==> config.mk <==
export PLATFORM = sky130hd
export DESIGN_NAME = channel_run_ctrl
export DESIGN_NICKNAME = d
export VERILOG_FILES = /design/src/rtl/channel_run_ctrl.sv
export SDC_FILE = /design/constraint.sdc
export NUM_CORES = 1
export LEC_CHECK = 0
export ABC_CLOCK_PERIOD_IN_PS = 4600
export BUFFER_PORTS_ARGS = -buffer_cell sky130_fd_sc_hd__clkbuf_2
export CAP_MARGIN = 15
export CORE_MARGIN = 3
export CORE_UTILIZATION = 63
export CTS_BUF_LIST = sky130_fd_sc_hd__clkbuf_8
export DETAILED_ROUTE_END_ITERATION = 7
export GPL_ROUTABILITY_DRIVEN = 0
export GPL_TIMING_DRIVEN = 0
export PLACE_DENSITY = 0.93
export SETUP_SLACK_MARGIN = 0.2
export SYNTH_ARGS = -nofsm -noshare
export SYNTH_HDL_FRONTEND = slang
export SYNTH_SLANG_ARGS = --single-unit
==> constraint.sdc <==
create_clock -name clk -period 4.6 [get_ports clk]
set_clock_uncertainty 0.1 [all_clocks]
set_input_delay 0 -clock clk [delete_from_list [all_inputs] [get_ports clk]]
set_output_delay 0 -clock clk [all_outputs]
set_load 0.05 [all_outputs]
==> src/rtl/channel_run_ctrl.sv <==
// PAM-4 channel run controller: issues N mapped symbols to a channel model, waits for the
// channel to echo them (or times out), then pulses done.

module channel_run_ctrl #(
  parameter int SIGNAL_RESOLUTION = 8,
  parameter int SYMBOL_SEPERATION = 56,
  parameter int CNT_WIDTH         = 16,
  parameter int DRAIN_TIMEOUT     = 8
) (
  input  logic                                clk,
  input  logic                                rstn,
  input  logic                                start,
  input  logic [CNT_WIDTH-1:0]                num_symbols,
  input  logic                                abort,
  input  logic [1:0]                          src_symbol,
  input  logic                                src_valid,
  output logic                                src_ready,
  output logic signed [SIGNAL_RESOLUTION-1:0] chan_signal_in,
  output logic                                chan_in_valid,
  input  logic                                chan_out_valid,
  output logic                                busy,
  output logic                                done,
  output logic                                timeout,
  output logic [CNT_WIDTH-1:0]                sent_count,
  output logic [CNT_WIDTH-1:0]                recv_count
);

  // Level math needs headroom for 3 * SYMBOL_SEPERATION before saturation.
  localparam int AW = (SIGNAL_RESOLUTION + 2 > 34) ? SIGNAL_RESOLUTION + 2 : 34;
  localparam int DW = $clog2(DRAIN_TIMEOUT + 1);

  localparam logic signed [AW-1:0] SepW   = AW'(SYMBOL_SEPERATION);
  localparam logic signed [AW-1:0] Two    = AW'(2);
  localparam logic signed [AW-1:0] Three  = AW'(3);
  localparam logic signed [AW-1:0] LvlMax = (AW'(1) <<< (SIGNAL_RESOLUTION - 1)) - AW'(1);
  localparam logic signed [AW-1:0] LvlMin = -LvlMax - AW'(1);
  localparam logic [DW-1:0]        DrainLast = DW'(DRAIN_TIMEOUT - 1);
  localparam logic [CNT_WIDTH-1:0] CntOne    = CNT_WIDTH'(1);

  typedef enum logic [1:0] {StIdle, StRun, StDrain, StDone} state_e;

  state_e                         state_q;
  logic [CNT_WIDTH-1:0]           n_q;
  logic [DW-1:0]                  drain_cnt_q;
  logic                           accept;
  logic                           recv_inc;
  logic signed [AW-1:0]           sym_w;
  logic signed [AW-1:0]           level_w;
  logic signed [SIGNAL_RESOLUTION-1:0] level_sat;

  always_comb begin
    src_ready = (state_q == StRun) && (sent_count < n_q) && !abort;
    accept    = src_ready && src_valid;
    recv_inc  = chan_out_valid && ((state_q == StRun) || (state_q == StDrain)) &&
                (recv_count != '1);
    busy      = (state_q != StIdle);
    done      = (state_q == StDone);
  end

  always_comb begin
    sym_w   = $signed({{(AW-2){1'b0}}, src_symbol});
    level_w = ((sym_w <<< 1) - Three) * SepW / Two;
    if (level_w > LvlMax) begin
      level_sat = LvlMax[SIGNAL_RESOLUTION-1:0];
    end else if (level_w < LvlMin) begin
      level_sat = LvlMin[SIGNAL_RESOLUTION-1:0];
    end else begin
      level_sat = level_w[SIGNAL_RESOLUTION-1:0];
    end
  end

  always_ff @(posedge clk or negedge rstn) begin
    if (!rstn) begin
      state_q        <= StIdle;
      n_q            <= '0;
      drain_cnt_q    <= '0;
      chan_signal_in <= '0;
      chan_in_valid  <= 1'b0;
      timeout        <= 1'b0;
      sent_count     <= '0;
      recv_count     <= '0;
    end else begin
      chan_in_valid <= accept;
      if (accept) begin
        chan_signal_in <= level_sat;
        sent_count     <= sent_count + CntOne;
      end
      if (recv_inc) begin
        recv_count <= recv_count + CntOne;
      end

      unique case (state_q)
        StIdle: begin
          if (start) begin
            n_q        <= num_symbols;
            sent_count <= '0;
            recv_count <= '0;
            timeout    <= 1'b0;
            state_q    <= (num_symbols == '0) ? StDone : StRun;
          end
        end
        StRun: begin
          drain_cnt_q <= '0;
          // abort already blocks src_ready, so a final accept can never be lost to it.
          if ((accept && (sent_count + CntOne == n_q)) || abort) begin
            state_q <= StDrain;
          end
        end
        StDrain: begin
          if (recv_count == sent_count) begin
            state_q <= StDone;
          end else if (drain_cnt_q == DrainLast) begin
            timeout <= 1'b1;
            state_q <= StDone;
          end else begin
            drain_cnt_q <= drain_cnt_q + DW'(1);
          end
        end
        StDone: begin
          state_q <= StIdle;
        end
        default: state_q <= StIdle;
      endcase
    end
  end

endmodule
==> metrics.md, run 1 <==
| Metric | Value |
|---|---|
| Clk root buf | clkbuf_8 |
| Critical path's largest stage delay | 0.40 ns |
| Achievable Freq | 332 MHz |
| Worst slew pin tran | 0.856 ns |
| Worst-path cell chain | inv_1 -> ha_1 -> a211o_1 -> o211ai_2 -> a21oi_1 -> nor4_2 -> o2111ai_1 -> buf_2 -> buf_2 -> o21ai_0 -> a21oi_1 |
| Worst VDD drop | 0.390 mV |
| Num ports | 69 |
| Cells on worst reg2reg path | 11 |
| Post-Synthesis Cells | 466 |
| RSZ-0062 raised after global routing | false |
| Relative slew margins | 0.430 |
| Final setup violation count | 0 |
| Die area | 0.00764 mm² |
| Share of post-route cells with drive strength above 1 | 0.192 |
| DR vias/cell | 6.18 |
| Pre-antenna DRT Iters | 7 |
| Ys flop type | dfrtp_1 |
| Switch share | 0.459 |
| Post-DP HPWL | 8190 µm |
| Worst-Skew Late Latency | 0.35 ns |
| Total core area | 0.00639 mm² |
| CTS buffer count | 9 |
| PwrDens | 471 mW/mm² |
| Hold depth | 4 |
| Count of different cell masters after synthesis | 51 |
| CP max-delay cell | nor4_2 |
| Setup crit end kind | flip-flop |
| Clock power frac | 0.185 |
| Filler instances | 418 |
| Endpoints failing hold | 0 |
| P_leak | 2.30 nW |
| Nets | 617 |
| # diodes | 0 |
| R2R Path Start | n_q[5]$_DFFE_PN0P_ |
| Commonest non-fill, non-tap cell in the layout | clkbuf_2 |
| Initial Util | 0.654 |
| Routed Antenna Nets | 0 |
| Status | finished clean |
| 1st-iter DRT viols | 370 |
| Comb pwr share | 0.462 |
| Reg2Reg Setup Slack | 1.59 ns |
| Synthesized area | 0.00418 mm² |
| Hold path start | abort |
| Clock Path Buffers | 2 |
| TritonCTS clock tree | built |
| Sequential power share | 0.353 |
| CTS clk-pin slew, worst paths | 0.07 ns |
| Setup Fix Bufs, Post-CTS | 0 |
| Delay-heaviest family, CP | compound AO/OA/AOI/OAI gates |
| DRC errors left | 0 |
| Wire length of the first global-routing pass | 18700 µm |
| Area occupied by multi-input gates | 0.00237 mm² |
| Die Span X | 87.4 µm |
| # clock sinks | 63 |
| Register area | 0.00158 mm² |
| Switching power | 1.08 mW |
| WL per Instance | 17.7 µm |
| Bufs and invs on worst path | 3 |
| Setup TNS Final | 0 ns |
| Hold path endpoint | state_q[0]$_DFFE_PN0P_ |
| Avg Cell Area, Syn | 8.97 µm² |
| Startpoint Class | flip-flop |
| Syn Nets | 519 |
| Worst Hold Class | input port to flip-flop |
| Rows | 29 |
| FFs w/ async S/R, synth | 1.00 |
| CP Max Fanout | 10 |
| Period utilization | 0.655 |
| Fin crit period | 3.01 ns |
| Placed Area | 0.00462 mm² |
| Vias in the first global route | 3923 |
| Worst Setup Path Type | flip-flop to flip-flop |
| Yosys reg bits | 63 |
| Die Ht | 87.4 µm |
| Total number of vias | 3993 |
| R2R Path End | sent_count[10]$_DFF_PN0_ |
| Fin area | 0.00498 mm² |
| Internal | 1.27 mW |
| Post_cts resized | 0 |
| Area grow syn2layout | 19.3% |
| GR Overflow Total | 0 |
| Leading cell types in the layout, fill and taps excluded | clkbuf_2 (67), dfrtp_1 (63), xnor2_1 (48), nand2_1 (42), o21ai_0 (41) |
| Total track usage | 0.313 |
| EDFF count, synth | 0 |
| Initial antenna violation count | 0 |
| Slew Viols, Final | 0 |
| Synth Warn # | 0 |
| # port buffers | 68 |
| Largest net degree at the start of global routing | 64 |
| Worst EP required | 4.71 ns |
| Register area share after synthesis | 0.377 |
| Arr. time, crit path | 3.12 ns |
| H-tree Lvls | 3 |
| WL final | 11500 µm |
| Max-cap violations | 0 |
synth_stat cells, types with 2 or more instances:
master | count | share of area
a211oi_1 | 3 | 0.0054
dfrtp_1 | 63 | 0.38
a31oi_1 | 2 | 0.0030
nand2b_1 | 3 | 0.0045
nor3_1 | 7 | 0.0084
xnor2_1 | 48 | 0.10
buf_4 | 6 | 0.011
nand3_1 | 12 | 0.014
a21oi_1 | 30 | 0.036
a21o_1 | 4 | 0.0072
nor3_2 | 5 | 0.012
clkbuf_1 | 9 | 0.0081
o2111ai_1 | 3 | 0.0063
nor2b_1 | 7 | 0.010
xor2_1 | 11 | 0.023
or3_1 | 10 | 0.015
inv_1 | 28 | 0.025
nor4_1 | 6 | 0.0090
o21ai_0 | 41 | 0.049
mux2i_1 | 6 | 0.014
buf_6 | 2 | 0.0054
ha_1 | 29 | 0.087
nand4_1 | 17 | 0.025
nand2_1 | 42 | 0.038
o211ai_1 | 2 | 0.0036
and3_1 | 3 | 0.0045
buf_2 | 5 | 0.0060
nor2_1 | 38 | 0.034
nor4_2 | 2 | 0.0060
state kept, by name, summed over array words and instances (netlist names):
register,cells
n_q,16
recv_count,16
sent_count,16
chan_signal_in,7
drain_cnt_q,4
state_q,2
chan_in_valid,1
timeout,1
worst min-delay path, cell delays in order:
cell and delay, ns:
clkbuf_2 0.08, nand2b_1 0.13, o21ai_2 0.09, mux2i_1 0.12
area by class of cell:
class,count,share of cell area
Tap cell,77,0.0193
Sequential cell,63,0.316
Clock inverter,5,0.00502
Inverter,28,0.0211
Timing Repair Buffer,87,0.107
Multi-Input combinational cell,353,0.476
Clock buffer,11,0.0304
Buffer,22,0.0254
stage by stage:
stage | worst slack, ns | instances | total power [mW] | hold slack, ns | utilization
floorplan | 1.92 | 466 | 1.59 | -0.396 | -
global placement | 1.82 | 611 | 1.82 | 0.122 | 0.723
detailed placement | 1.73 | 611 | 1.88 | 0.0917 | 0.723
CTS | 1.71 | 646 | 2.34 | 0.0205 | 0.780
global route | 1.47 | 646 | 2.49 | 0.0452 | 0.780
finish | 1.59 | 646 | 2.35 | 0.0317 | 0.780
worst max-delay path by stage:
stage	from	endpoint	slack, ns	depth (start not counted)
global placement	n_q[5]$_DFFE_PN0P_	sent_count[13]$_DFF_PN0_	1.82	11
finish	n_q[5]$_DFFE_PN0P_	sent_count[10]$_DFF_PN0_	1.59	11
global route	sent_count[0]$_DFF_PN0_	chan_signal_in[4]$_DFFE_PN0N_	1.47	10
CTS	n_q[5]$_DFFE_PN0P_	sent_count[15]$_DFF_PN0_	1.71	10
floorplan	sent_count[5]$_DFF_PN0_	sent_count[7]$_DFF_PN0_	1.92	9
detailed placement	sent_count[1]$_DFF_PN0_	chan_signal_in[5]$_DFFE_PN0N_	1.73	10
kinds of logic (layout without fill, tap and decap cells):
family | count (synthesis) | after routing | synth area share
fa+ha+maj | 29 | 29 | 0.0869
simple gates | 159 | 159 | 0.197
buf+inv | 50 | 153 | 0.0554
flops | 63 | 63 | 0.377
xor+xnor | 59 | 59 | 0.124
compound gates | 99 | 99 | 0.143
mux | 7 | 7 | 0.0171
power groups by stage:
stage	clock network [mW]	registers (mW)	logic (mW)
finish	0.435	0.829	1.08
detailed placement	0	0.832	1.05
global route	0.467	0.846	1.18
global placement	0	0.822	0.995
floorplan	0	0.967	0.623
CTS	0.444	0.824	1.07
per-layer routing:
metal,share of wire,GRT usage,up-vias
li1,-,-,1817
met1,0.39,0.396,1875
met2,0.49,0.527,252
met3,0.082,0.0624,49
met4,0.032,0.121,0
met5,0,0,-
timing repair:
item | 4_1_cts | 5_1_grt
endpoints found under the setup margin | 0 | 0
hold buffers | 19 | 0
endpoints found under the hold margin | 82 | 0
No activity file was read; power rests on OpenSTA's default activity.
==> run 2, diff against run 1 <==
ABC_AREA = 1   (was default)
ABC_CLOCK_PERIOD_IN_PS = 3000   (was 4600)
CORE_UTILIZATION = 59   (was 63)
PLACE_DENSITY = 0.88   (was 0.93)
clock period = 3 ns   (was 4.6 ns; I/O delays follow)
==> run 2 against run 1 <==
Compared with the run above: non-clock buffer count fell by 5; sequential power increased by 82%; worst setup slack worse by 1.3 ns; flip-flop and latch count stayed put; sequential share of layout area is 0.99 points lower; utilization decreased by 3.5 points.
==> metrics.md, run 2 <==
| Metric | Value |
|---|---|
| List of most frequent post-synthesis cells | nand2_1 (147), inv_1 (65), dfrtp_1 (63), o21ai_0 (52), nand3_1 (50) (was dfrtp_1 (63), xnor2_1 (48), nand2_1 (42), o21ai_0 (41), nor2_1 (38)) |
| Commonest non-fill, non-tap cell in the layout | nand2_1 (was clkbuf_2) |
| 1st-iter DRT viols | 419 (was 370) |
| Die area | 0.00826 mm² (was 0.00764 mm²) |
| Initial antenna violation count | 0 (unchanged) |
| CP Max Fanout | 10 (unchanged) |
| Routed Antenna Nets | 0 (unchanged) |
| Switching power | 2.80 mW (was 1.08 mW) |
| H-tree Lvls | 3 (unchanged) |
| Achievable Freq | 365 MHz (was 332 MHz) |
| PwrDens | 1020 mW/mm² (was 471 mW/mm²) |
| Slew Viols, Final | 0 (unchanged) |
| WL per Instance | 16.5 µm (was 17.7 µm) |
| Placed instance count | 746 (was 611) |
| Worst-Skew Late Latency | 0.35 ns (about the same) |
| Synth top area share | 0.371 (was 0.377) |
| TritonCTS clock tree | built (unchanged) |
| Area grow syn2layout | 21.0% (was 19.3%) |
| Fin crit period | 2.74 ns (was 3.01 ns) |
| # clock sinks | 63 (unchanged) |
| DRC errors left | 0 (unchanged) |
| Clock power frac | 0.158 (was 0.185) |
| Switch share | 0.532 (was 0.459) |
| Post-synth top area cell | dfrtp_1 (unchanged) |
| Synthesized area | 0.00425 mm² (was 0.00418 mm²) |
| Area contributors post-synth | dfrtp_1 (37%), nand2_1 (13%), ha_1 (8.5%) (was dfrtp_1 (38%), xnor2_1 (10%), ha_1 (8.7%)) |
| Status | finished clean (unchanged) |
| Sequential power share | 0.286 (was 0.353) |
| Setup TNS Final | 0 ns (unchanged) |
| Pre-antenna DRT Iters | 6 (was 7) |
| Share of post-route cells with drive strength above 1 | 0.150 (was 0.192) |
| Post-Synthesis Cells | 582 (was 466) |
| Largest registers | n_q (16), recv_count (16), sent_count (16) (unchanged) |
| Register area | 0.00158 mm² (unchanged) |
| # diodes | 0 (unchanged) |
| Post-DP HPWL | 8860 µm (was 8190 µm) |
| EDFF count, synth | 0 (unchanged) |
| Fin Hold WS | 0.0347 ns (was 0.0317 ns) |
| Clk root buf | clkbuf_8 (unchanged) |
| Placement Setup Slack | 0.159 ns (was 1.73 ns) |
| Ys flop type | dfrtp_1 (unchanged) |
| Endpoints failing hold | 0 (unchanged) |
| Total track usage | 0.318 (was 0.313) |
| Area occupied by multi-input gates | 0.00236 mm² (was 0.00237 mm²) |
| Largest net degree at the start of global routing | 64 (unchanged) |
| Die Span X | 90.9 µm (was 87.4 µm) |
| Die Ht | 90.9 µm (was 87.4 µm) |
| Clock Path Buffers | 2 (unchanged) |
| Startpoint Class | flip-flop (unchanged) |
| Total number of vias | 4570 (was 3993) |
| Yosys reg bits | 63 (unchanged) |
| Setup crit end kind | flip-flop (unchanged) |
| Synth Warn # | 0 (unchanged) |
| DR vias/cell | 5.84 (was 6.18) |
| Final setup violation count | 0 (unchanged) |
| Leading cell types in the layout, fill and taps excluded | nand2_1 (147), clkbuf_2 (71), inv_1 (65), dfrtp_1 (63), o21ai_0 (52) (was clkbuf_2 (67), dfrtp_1 (63), xnor2_1 (48), nand2_1 (42), o21ai_0 (41)) |
| Filler instances | 533 (was 418) |
| Num ports | 69 (unchanged) |
| Final worst slack | 0.264 ns (was 1.59 ns) |
| Register area share after synthesis | 0.371 (was 0.377) |
| WL final | 12900 µm (was 11500 µm) |
| Worst EP required | 3.18 ns (was 4.71 ns) |
| Rows | 30 (was 29) |
| Worst VDD drop | 0.469 mV (was 0.390 mV) |
| Wire length of the first global-routing pass | 21100 µm (was 18700 µm) |
| Count of different cell masters after synthesis | 33 (was 51) |
| CTS clk-pin slew, worst paths | 0.08 ns (was 0.07 ns) |
| FFs w/ async S/R, synth | 1.00 (unchanged) |
| Initial Util | 0.616 (was 0.654) |
| Arr. time, crit path | 2.91 ns (was 3.12 ns) |
| Worst Hold Class | input port to flip-flop (unchanged) |
| Vias in the first global route | 4613 (was 3923) |
| Worst Setup Path Type | flip-flop to flip-flop (unchanged) |
| Cell Count, Final, Fillers Out | 782 (was 646) |
| Worst slew pin tran | 0.889 ns (was 0.856 ns) |
| Nets | 734 (was 617) |
| Max-cap violations | 0 (unchanged) |
| Comb pwr share | 0.556 (was 0.462) |
| Period utilization | 0.912 (was 0.655) |
| Relative slew margins | 0.407 (was 0.430) |
| CTS buffer count | 9 (unchanged) |
| Total core area | 0.00691 mm² (was 0.00639 mm²) |
| Internal | 2.47 mW (was 1.27 mW) |
| RSZ-0062 raised after global routing | false (unchanged) |
| Most frequent cell after synthesis | nand2_1 (was dfrtp_1) |
| P_leak | 2.60 nW (was 2.30 nW) |
| # port buffers | 68 (unchanged) |
| GR Overflow Total | 0 (unchanged) |
| Syn Nets | 635 (was 519) |
| Avg Cell Area, Syn | 7.31 µm² (was 8.97 µm²) |
==> run 2: cell types whose count changed in the layout (fill, tap and decap cells not counted), moves of 11 or more <==
| cell | previous run | this run |
|---|---|---|
| o21ai_0 | 41 | 52 |
| nor2_1 | 38 | 49 |
| nand2_1 | 42 | 147 |
| xnor2_1 | 48 | 10 |
| inv_1 | 30 | 65 |
| nand3_1 | 12 | 50 |
==> run 2: cells by family (layout without fill, tap and decap cells) <==
group | Yosys count | after routing | share of synthesized area
xor gates and xnor gates | 22 | 22 | 0.0453
AOI/OAI and AO/OA | 102 | 102 | 0.127
adders and majority gates | 29 | 29 | 0.0853
and+or+nand+nor | 284 | 284 | 0.296
buffers and inverters | 82 | 186 | 0.0753
DFF | 63 | 63 | 0.371
==> run 2: worst max-delay path: stages (launching register included) <==
cell and delay [ns]:
dfrtp_1 0.45, inv_1 0.16, ha_1 0.23, inv_1 0.05
a21oi_1 0.06, o21ai_0 0.23, nand2_1 0.11, nand2_1 0.15
nand2_1 0.09, nand4_1 0.10, nor2_1 0.07, inv_1 0.22
clkbuf_1 0.40, nand2_1 0.12, nand2_1 0.12
==> run 2: metal layers <==
layer	GRT usage	part of all wire	up-vias	wire [µm]
met2	0.524	0.48	282	6120
li1	-	-	2131	-
met3	0.0775	0.090	67	1160
met1	0.378	0.38	2090	4940
met4	0.187	0.051	0	658
met5	0	0	-	0
==> run 2: area by class of cell <==
class | instances | share of cell area
plain buffers | 16 | 0.0156
clock buffers | 9 | 0.0241
clock inverters | 7 | 0.0190
inverters | 66 | 0.0482
multi-input cells | 437 | 0.458
flip-flops and latches | 63 | 0.306
well taps | 96 | 0.0233
repair buffers | 88 | 0.106
==> run 2: metrics by stage <==
stage	power (mW)	cell area (µm²)	utilization
2_1_floorplan	3.55	4250	-
3_3_place_gp	4.19	4710	0.682
3_5_place_dp	4.32	4720	0.683
4_1_cts	5.21	5140	0.744
5_1_grt	5.62	5140	0.745
6_report	5.27	5140	0.745
==> run 2: path summary, 6_finish.rpt <==
kind                                               startpoint                             to  slack [ns]  cells past startpoint
worst max-delay path                  sent_count[0]$_DFF_PN0_  chan_signal_in[5]$_DFFE_PN0N_        0.26                     14
min in group asynchronous                                rstn       sent_count[13]$_DFF_PN0_        0.22                      2
worst min-delay path                            src_symbol[1]  chan_signal_in[7]$_DFFE_PN0N_        0.03                      4
max in group asynchronous                                rstn        sent_count[8]$_DFF_PN0_        1.98                      2
worst min register to register  chan_signal_in[3]$_DFFE_PN0N_  chan_signal_in[3]$_DFFE_PN0N_        0.39                      2
worst max register to register        sent_count[0]$_DFF_PN0_  chan_signal_in[5]$_DFFE_PN0N_        0.26                     14
==> run 2: power groups by stage <==
stage	clock (mW)	sequential (mW)	combinational (mW)
finish	0.835	1.51	2.93
floorplan	0	2.01	1.54
CTS	0.839	1.49	2.88
global placement	0	1.48	2.71
global route	0.875	1.54	3.21
detailed placement	0	1.50	2.82
==> run 2: timing repair <==
| action | 4_1_cts | 5_1_grt |
|---|---|---|
| gates resized for setup | 1 | 4 |
| endpoints found under the setup margin | 9 | 6 |
| endpoints found under the hold margin | 83 | 0 |
| hold buffers | 20 | 0 |
| buffers inserted | 0 | 0 |
